### src/rtl/sr_monitor.sv
// sr_monitor: shadows an SR flip-flop with a reference model and flags output disagreements.
// Optional build macro SR_COVER_EN adds the cov_seen/cov_done coverage outputs.
module sr_monitor #(
    parameter int CNT_W       = 8,
    parameter bit STOP_ON_ERR = 1'b0
) (
    input  logic             clk,
    input  logic             rst,
    input  logic             clr,
    input  logic             s,
    input  logic             r,
    input  logic             q,
    input  logic             qbar,
    output logic             mismatch,
    output logic             comp_err,
    output logic             illegal,
    output logic             err,
    output logic [CNT_W-1:0] mismatch_cnt,
    output logic [CNT_W-1:0] illegal_cnt,
    output logic [CNT_W-1:0] first_err_cyc,
    output logic             halted
`ifdef SR_COVER_EN
    ,
    output logic [3:0]       cov_seen,
    output logic             cov_done
`endif
);

    typedef enum logic [1:0] {WARM, TRACK, UNKNOWN, HALT} state_t;

    localparam logic [CNT_W-1:0] CNT_MAX = '1;

    state_t           state_q, state_d;
    logic             model_q, model_d;
    logic [CNT_W-1:0] cyc_q, cyc_d;
    logic             mm_q, mm_d, ce_q, ce_d, il_q, il_d, err_q, err_d;
    logic [CNT_W-1:0] mmCnt_q, mmCnt_d, ilCnt_q, ilCnt_d, first_q, first_d;

    logic chkActive, mmHit, ceHit, ilHit, errStop;

    function automatic logic [CNT_W-1:0] satInc(input logic [CNT_W-1:0] v);
        return (v == CNT_MAX) ? v : v + 1'b1;
    endfunction

    // q is only compared while the model is known; the complement check needs no model.
    assign chkActive = (state_q == TRACK) || (state_q == UNKNOWN);
    assign mmHit     = (state_q == TRACK) && (q != model_q);
    assign ceHit     = chkActive && (qbar == q);
    assign ilHit     = chkActive && s && r;
    assign errStop   = STOP_ON_ERR && (mmHit || ceHit) && !clr;

    always_comb begin
        state_d = state_q;
        model_d = model_q;
        cyc_d   = cyc_q;
        mm_d    = 1'b0;
        ce_d    = 1'b0;
        il_d    = 1'b0;
        err_d   = err_q;
        mmCnt_d = mmCnt_q;
        ilCnt_d = ilCnt_q;
        first_d = first_q;

        if (state_q != HALT) begin
            case ({s, r})
                2'b01:   model_d = 1'b0;
                2'b10:   model_d = 1'b1;
                default: model_d = model_q;
            endcase
        end

        case (state_q)
            WARM: state_d = (s && r) ? UNKNOWN : TRACK;
            TRACK, UNKNOWN: begin
                if (errStop)     state_d = HALT;
                else if (s && r) state_d = UNKNOWN;
                else if (s != r) state_d = TRACK;
            end
            default: state_d = HALT;
        endcase

        if (chkActive) begin
            cyc_d = satInc(cyc_q);
            mm_d  = mmHit;
            ce_d  = ceHit;
            il_d  = ilHit;
            if (mmHit) mmCnt_d = satInc(mmCnt_q);
            if (ilHit) ilCnt_d = satInc(ilCnt_q);
            if (mmHit || ceHit) begin
                err_d = 1'b1;
                if (!err_q) first_d = cyc_q;
            end
        end

        // Clear overrides any same-edge error; after HALT the model cannot be trusted.
        if (clr) begin
            cyc_d   = '0;
            mm_d    = 1'b0;
            ce_d    = 1'b0;
            il_d    = 1'b0;
            err_d   = 1'b0;
            mmCnt_d = '0;
            ilCnt_d = '0;
            first_d = '0;
            if (state_q == HALT) state_d = UNKNOWN;
        end
    end

    always_ff @(posedge clk or negedge rst) begin
        if (!rst) begin
            state_q <= WARM;
            model_q <= 1'b0;
            cyc_q   <= '0;
            mm_q    <= 1'b0;
            ce_q    <= 1'b0;
            il_q    <= 1'b0;
            err_q   <= 1'b0;
            mmCnt_q <= '0;
            ilCnt_q <= '0;
            first_q <= '0;
        end else begin
            state_q <= state_d;
            model_q <= model_d;
            cyc_q   <= cyc_d;
            mm_q    <= mm_d;
            ce_q    <= ce_d;
            il_q    <= il_d;
            err_q   <= err_d;
            mmCnt_q <= mmCnt_d;
            ilCnt_q <= ilCnt_d;
            first_q <= first_d;
        end
    end

    assign mismatch      = mm_q;
    assign comp_err      = ce_q;
    assign illegal       = il_q;
    assign err           = err_q;
    assign mismatch_cnt  = mmCnt_q;
    assign illegal_cnt   = ilCnt_q;
    assign first_err_cyc = first_q;
    assign halted        = (state_q == HALT);

`ifdef SR_COVER_EN
    logic [3:0] cov_q, cov_d;
    logic       qPrev_q;

    always_comb begin
        cov_d = cov_q;
        if (state_q == TRACK) begin
            if ({s, r} == 2'b00) cov_d[0] = 1'b1;
            if ({s, r} == 2'b01) cov_d[1] = 1'b1;
            if ({s, r} == 2'b10) cov_d[2] = 1'b1;
            if (!qPrev_q && q)   cov_d[3] = 1'b1;
        end
        if (clr) cov_d = '0;
    end

    always_ff @(posedge clk or negedge rst) begin
        if (!rst) begin
            cov_q   <= '0;
            qPrev_q <= 1'b0;
        end else begin
            cov_q   <= cov_d;
            qPrev_q <= q;
        end
    end

    assign cov_seen = cov_q;
    assign cov_done = &cov_q;
`endif

endmodule

### config.mk
export PLATFORM = sky130hd
export DESIGN_NAME = sr_monitor
export DESIGN_NICKNAME = d
export VERILOG_FILES = /design/src/rtl/sr_monitor.sv
export SDC_FILE = /design/constraint.sdc
export NUM_CORES = 1
export LEC_CHECK = 0
export CAP_MARGIN = 5
export CORE_MARGIN = 1
export CORE_UTILIZATION = 52
export CTS_CLUSTER_DIAMETER = 80
export CTS_CLUSTER_SIZE = 20
export DETAILED_ROUTE_END_ITERATION = 7
export GPL_TIMING_DRIVEN = 0
export PLACE_DENSITY = 0.79
export SLEW_MARGIN = 15
export SYNTH_ARGS = -nofsm -noshare
export SYNTH_HDL_FRONTEND = slang
export SYNTH_SLANG_ARGS = --single-unit
### constraint.sdc
create_clock -name clk -period 2.3 [get_ports clk]
set_input_delay 0.46 -clock clk [delete_from_list [all_inputs] [get_ports clk]]
set_output_delay 0.46 -clock clk [all_outputs]
set_load 0.005 [all_outputs]
* Yosys cells after proc, flatten, opt, wreduce, memory -nomap -nowiden *
Cells that the tools add are included.

word-level totals
  register bits after elaboration = 39
  output and inout port bits = 29
  logic and storage cells = 80

operators by class
  add/sub/neg operators = 3
  eq/ne operators = 16
  muxes and demuxes = 31
  reduce and logical (&&, ||, !) cells = 20

operator list
  kind                                                                   count
  8-bit 2-to-1 mux                                                       15
  8-bit by 1-bit adder with 8-bit output, second input constant          3
  8-bit equality test, second input constant                             3
  2-bit 2-to-1 mux                                                       5
  2-bit != test, second input constant                                   5
  2-bit nonzero test                                                     5
  1-bit 2-to-1 mux                                                       9
  3-bit AND reduction                                                    3
  2-bit equality test, second input constant                             3
  2-bit AND reduction                                                    3
  1-bit logical AND                                                      5
  2-bit by 1-bit equality test with 1-bit output, second input constant  2
  2-bit one-hot mux with 2 select lines                                  1
  2-bit zero test                                                        1
  1-bit logical OR                                                       2
  1-bit != test                                                          2
  1-bit one-hot mux with 2 select lines                                  1
  2-bit OR reduction                                                     1
  1-bit equality test                                                    1

* Logic depth before layout (Yosys ltp) *
  depth in word-level cells = 7
  mapped depth = 7
  gate-level depth less buffers = 6

* Worst setup path after synthesis *
No wires, ideal clock.

  path type = register to register
  start = reg state_q[1]
  end = reg first_q[0], in the netlist first_err_cyc[0]
  arrival time = 1570 ps
  data required time = 2168 ps
  setup slack = 598 ps
  stages on the path, launching flop included = 7
  buffers on the path = 0
  cell sequence = dfrtp_1 inv_1 ha_1 nand2_1 a221oi_4 mux2i_1 nor2_1

on the way
  cells in the longest elaborated chain, start to end = 6
  elaborated cells between the ends (all ways) = 9
  classes of those cells = 2 x eq/ne; 7 x reduce/logical

RTL lines
  what                                                                                          line    text
  from (decl)                                                                                   33      state_t state_q, state_d;
  from (signal assigned)                                                                        122     state_q <= state_d;
  2-bit by 1-bit equality test with 1-bit output / 2-bit equality test (equally long branches)  46, 47
  1-bit logical OR                                                                              46      assign chkActive = (state_q == TRACK) || (state_q == UNKNOWN);
  1-bit logical AND                                                                             48      assign ceHit = chkActive && (qbar == q);
  1-bit logical OR                                                                              89      if (mmHit || ceHit) begin
  2-bit nonzero test (no source line)                                                           --
  3-bit AND reduction (no source line) (*)                                                      --
  to (signal assigned)                                                                          131     first_q <= first_d;
  to (decl)                                                                                     37      logic [CNT_W-1:0] mmCnt_q, mmCnt_d, ilCnt_q, ilCnt_d, first_q, first_d;

Mark *: on every way between the ends. The rest lies on a longest branch, timed or not.
A chain may end at the register's enable or synchronous reset.

* Worst setup path in the final report *
  start = reg state_q[1]
  end = reg first_q[5], in the netlist first_err_cyc[5]

Same word-level chain as after synthesis.

==> flow_summary.yaml <==
run_status:
  status: "finished, final reports clean"
critical_path:
  critPathCapture: "first_err_cyc[5]$_DFFE_PN0P_"
  rr_endpoint: "first_err_cyc[5]$_DFFE_PN0P_"
  rr_startpoint: "state_q[1]$_DFF_PN0_"
  slowest_stage: "a221oi_4"
  cp_cell_sequence: "inv_1, ha_1, nand2_1, a221oi_4, mux2i_1, nor2_1"
  worstPathRequired_ps: 2460
  cp-start-kind: "register"
  crit_family: "compound AO/OA/AOI/OAI gates"
  cp.depth: 6
  reg2regPathDepth: 6
  regToRegSetupSlack_ps: 310
  crit_fanout: 8
  cp.arrival_ps: 2160
  worst-path-buf-inv: 1
  cp-startpoint: "state_q[1]$_DFF_PN0_"
  worstSetupPathType: "reg -> reg"
  slowest_delay_ps: 640
  crit_path_end_kind: "register"
floorplan:
  die_y_um: 64.7
  initial_core_util_pct: 55.1
  core-area_um2: 3720
  die_w_um: 64.7
  num_rows: 22
  dieArea_um2: 4190
  pin_count: 36
drt:
  drt_pass1_iterations: 4
  drc: 0
  postRouteAntennaNets: 0
  vias_per_cell: 5.74
  routed_wl_mm: 4.55
  num_vias: 1710
  wl_per_cell_um: 15.3
  drt-initial-drc-count: 120
timing:
  relSlewSlack_pct: 55.6
  setup_ws_ps: 305
  worst_pin_slew_ps: 666
  final-hold-violation-count: 0
  rsz0062_at_grt: "false"
  period_share_pct: 86.7
  setup_viol: 0
  fmax_mhz: 501
  finClkSkew_ps: 5.11
  period_minus_slack_ps: 1990
  hold_ws_ps: 25.8
  setup-tns-final_ps: 0
  maxSlewViolCount: 0
grt:
  antenna_found_initial: 0
  grt_usage_pct: 24.3
  grt_first_pass_wirelength_mm: 7.71
  grt_pass1_vias: 1693
  overflow: 0
  grt_max_degree: 31
flow_run:
  maxCapViolCount: 0
yosys:
  dominantRegCellSynth: "dfrtp_1"
  yosysWarningCount: 0
  yosysSeqAreaShare_pct: 47.7
  synth_top_area_share_pct: 47.7
  post-synth-top-area-cell: "dfrtp_1"
  netlist_area_um2: 2050
  ys_async_sr_fraction_pct: 100
  synth_seq_cells: 39
  synth_fp_nets: 223
  yosys-top-cells-count: "dfrtp_1 (39), nor2_1 (32), nand2_1 (14), mux2i_1 (13)"
  avgSynthCellArea_um2: 9.89
  yosysUniqueCellTypes: 36
  synth_edf_count: 0
  synthTopCellsByArea: "dfrtp_1 (48%), mux2i_1 (6.4%), nor2_1 (5.9%)"
  post-synth-top-count-cell: "dfrtp_1"
  synth_cells: 207
pwr:
  power.total_mw: 2.00
  power_density_nw_per_um2: 786
  leakage_nw: 1.10
  ir_worst_vdd_uv: 558
min_path:
  hp-class: "in -> async"
clock_tree:
  cts_tree: "built"
  clkLatencyLatePin_ps: 290
  postCtsSetupRepairBufs: 0
  cts_resized: 0
  ctsHoldBuffers: 0
  numCtsBuffers: 5
  path_clk_slew_ps: 80
  clock_path_buffers: 2
  cts_max_level: 2
  cts_sinks: 39
  cts_root_buf: "clkbuf_8"
layout:
  area_growth_pct: 24.3
  fillers: 311
  nNetsFinal: 265
  final_cell_area_um2: 2540
  num_antenna_cells: 0
  finalNonFillerCells: 298
  fin_util_pct: 68.5
  drive_above_1_share_pct: 4.80
placement:
  dp_hpwl_mm: 3.26
  post_dp_cell_area_um2: 2460
  gp_congestion: 0.822
  numPortBuffers: 34
  dp_slack_ps: 35.4
  dp.cells: 290
==> worst register-to-register path, stage by stage, from the launching register on <==
cell      delay [ps]
dfrtp_1          410
inv_1             90
ha_1             260
nand2_1          140
a221oi_4         640
mux2i_1          270
nor2_1            60
==> power breakdown <==
group          leakage (nW)  internal (mW)  switching [mW]  total (mW)
clock network        0.0422          0.213           0.237       0.450
registers             0.536          0.762          0.0754       0.838
logic                 0.517          0.317           0.395       0.712
total                  1.10           1.29           0.708        2.00
==> kinds of logic (layout without fill, tap and decap cells) <==
family / after synthesis / in the layout / synth area share [%]
buf+inv: 12 / 55 / 2.26
fa+ha+maj: 9 / 9 / 5.50
compound gates: 35 / 35 / 12.8
xor+xnor: 5 / 5 / 2.14
simple gates: 91 / 91 / 21.6
mux: 16 / 16 / 8.01
flops: 39 / 39 / 47.7
==> cell type report <==
cell class	count	area (µm²)	share of cell area, %
multi-input cells	156	1020	40.3
clock inverters	1	5.00	0.197
clock buffers	7	76.3	3.00
plain buffers	5	20.0	0.787
repair buffers	35	355	14.0
well taps	48	60.1	2.36
flip-flops and latches	39	976	38.4
inverters	7	26.3	1.03
==> worst min path at each step <==
stage,end,slack [ps]
3_3_place_gp,first_err_cyc[6]$_DFFE_PN0P_,500
4_1_cts,model_q$_DFFE_PN0P_,20
2_1_floorplan,comp_err$_DFF_PN0_,160
5_1_grt,model_q$_DFFE_PN0P_,30
3_5_place_dp,model_q$_DFFE_PN0P_,350
6_report,model_q$_DFFE_PN0P_,30
==> layout by cell type (no fill, tap or decap), types with 8 or more instances in the layout <==
cell             instances
mux2i_1                 13
nor3_1                   8
clkdlybuf4s50_1         33
a21oi_1                  9
dfrtp_1                 39
nand2_1                 14
nand3_1                  8
nor2b_1                  8
ha_1                     9
nor2_1                  32
==> sequential cells by signal, summed over array words and instances, names as in the netlist <==
name	cells
illegal	1
mismatch_cnt	8
mismatch	1
comp_err	1
err	1
state_q	2
model_q	1
cyc_q	8
illegal_cnt	8
first_err_cyc	8
==> routing by layer <==
metal | up-vias | part of all wire (%) | global-route usage, %
met4 | 0 | 1.0 | 8.33
li1 | 830 | - | -
met3 | 7 | 4.2 | 6.34
met1 | 837 | 46 | 29.7
met5 | - | 0 | 0
met2 | 36 | 49 | 41.4
Note: power is estimated with default switching activity, not from simulation.
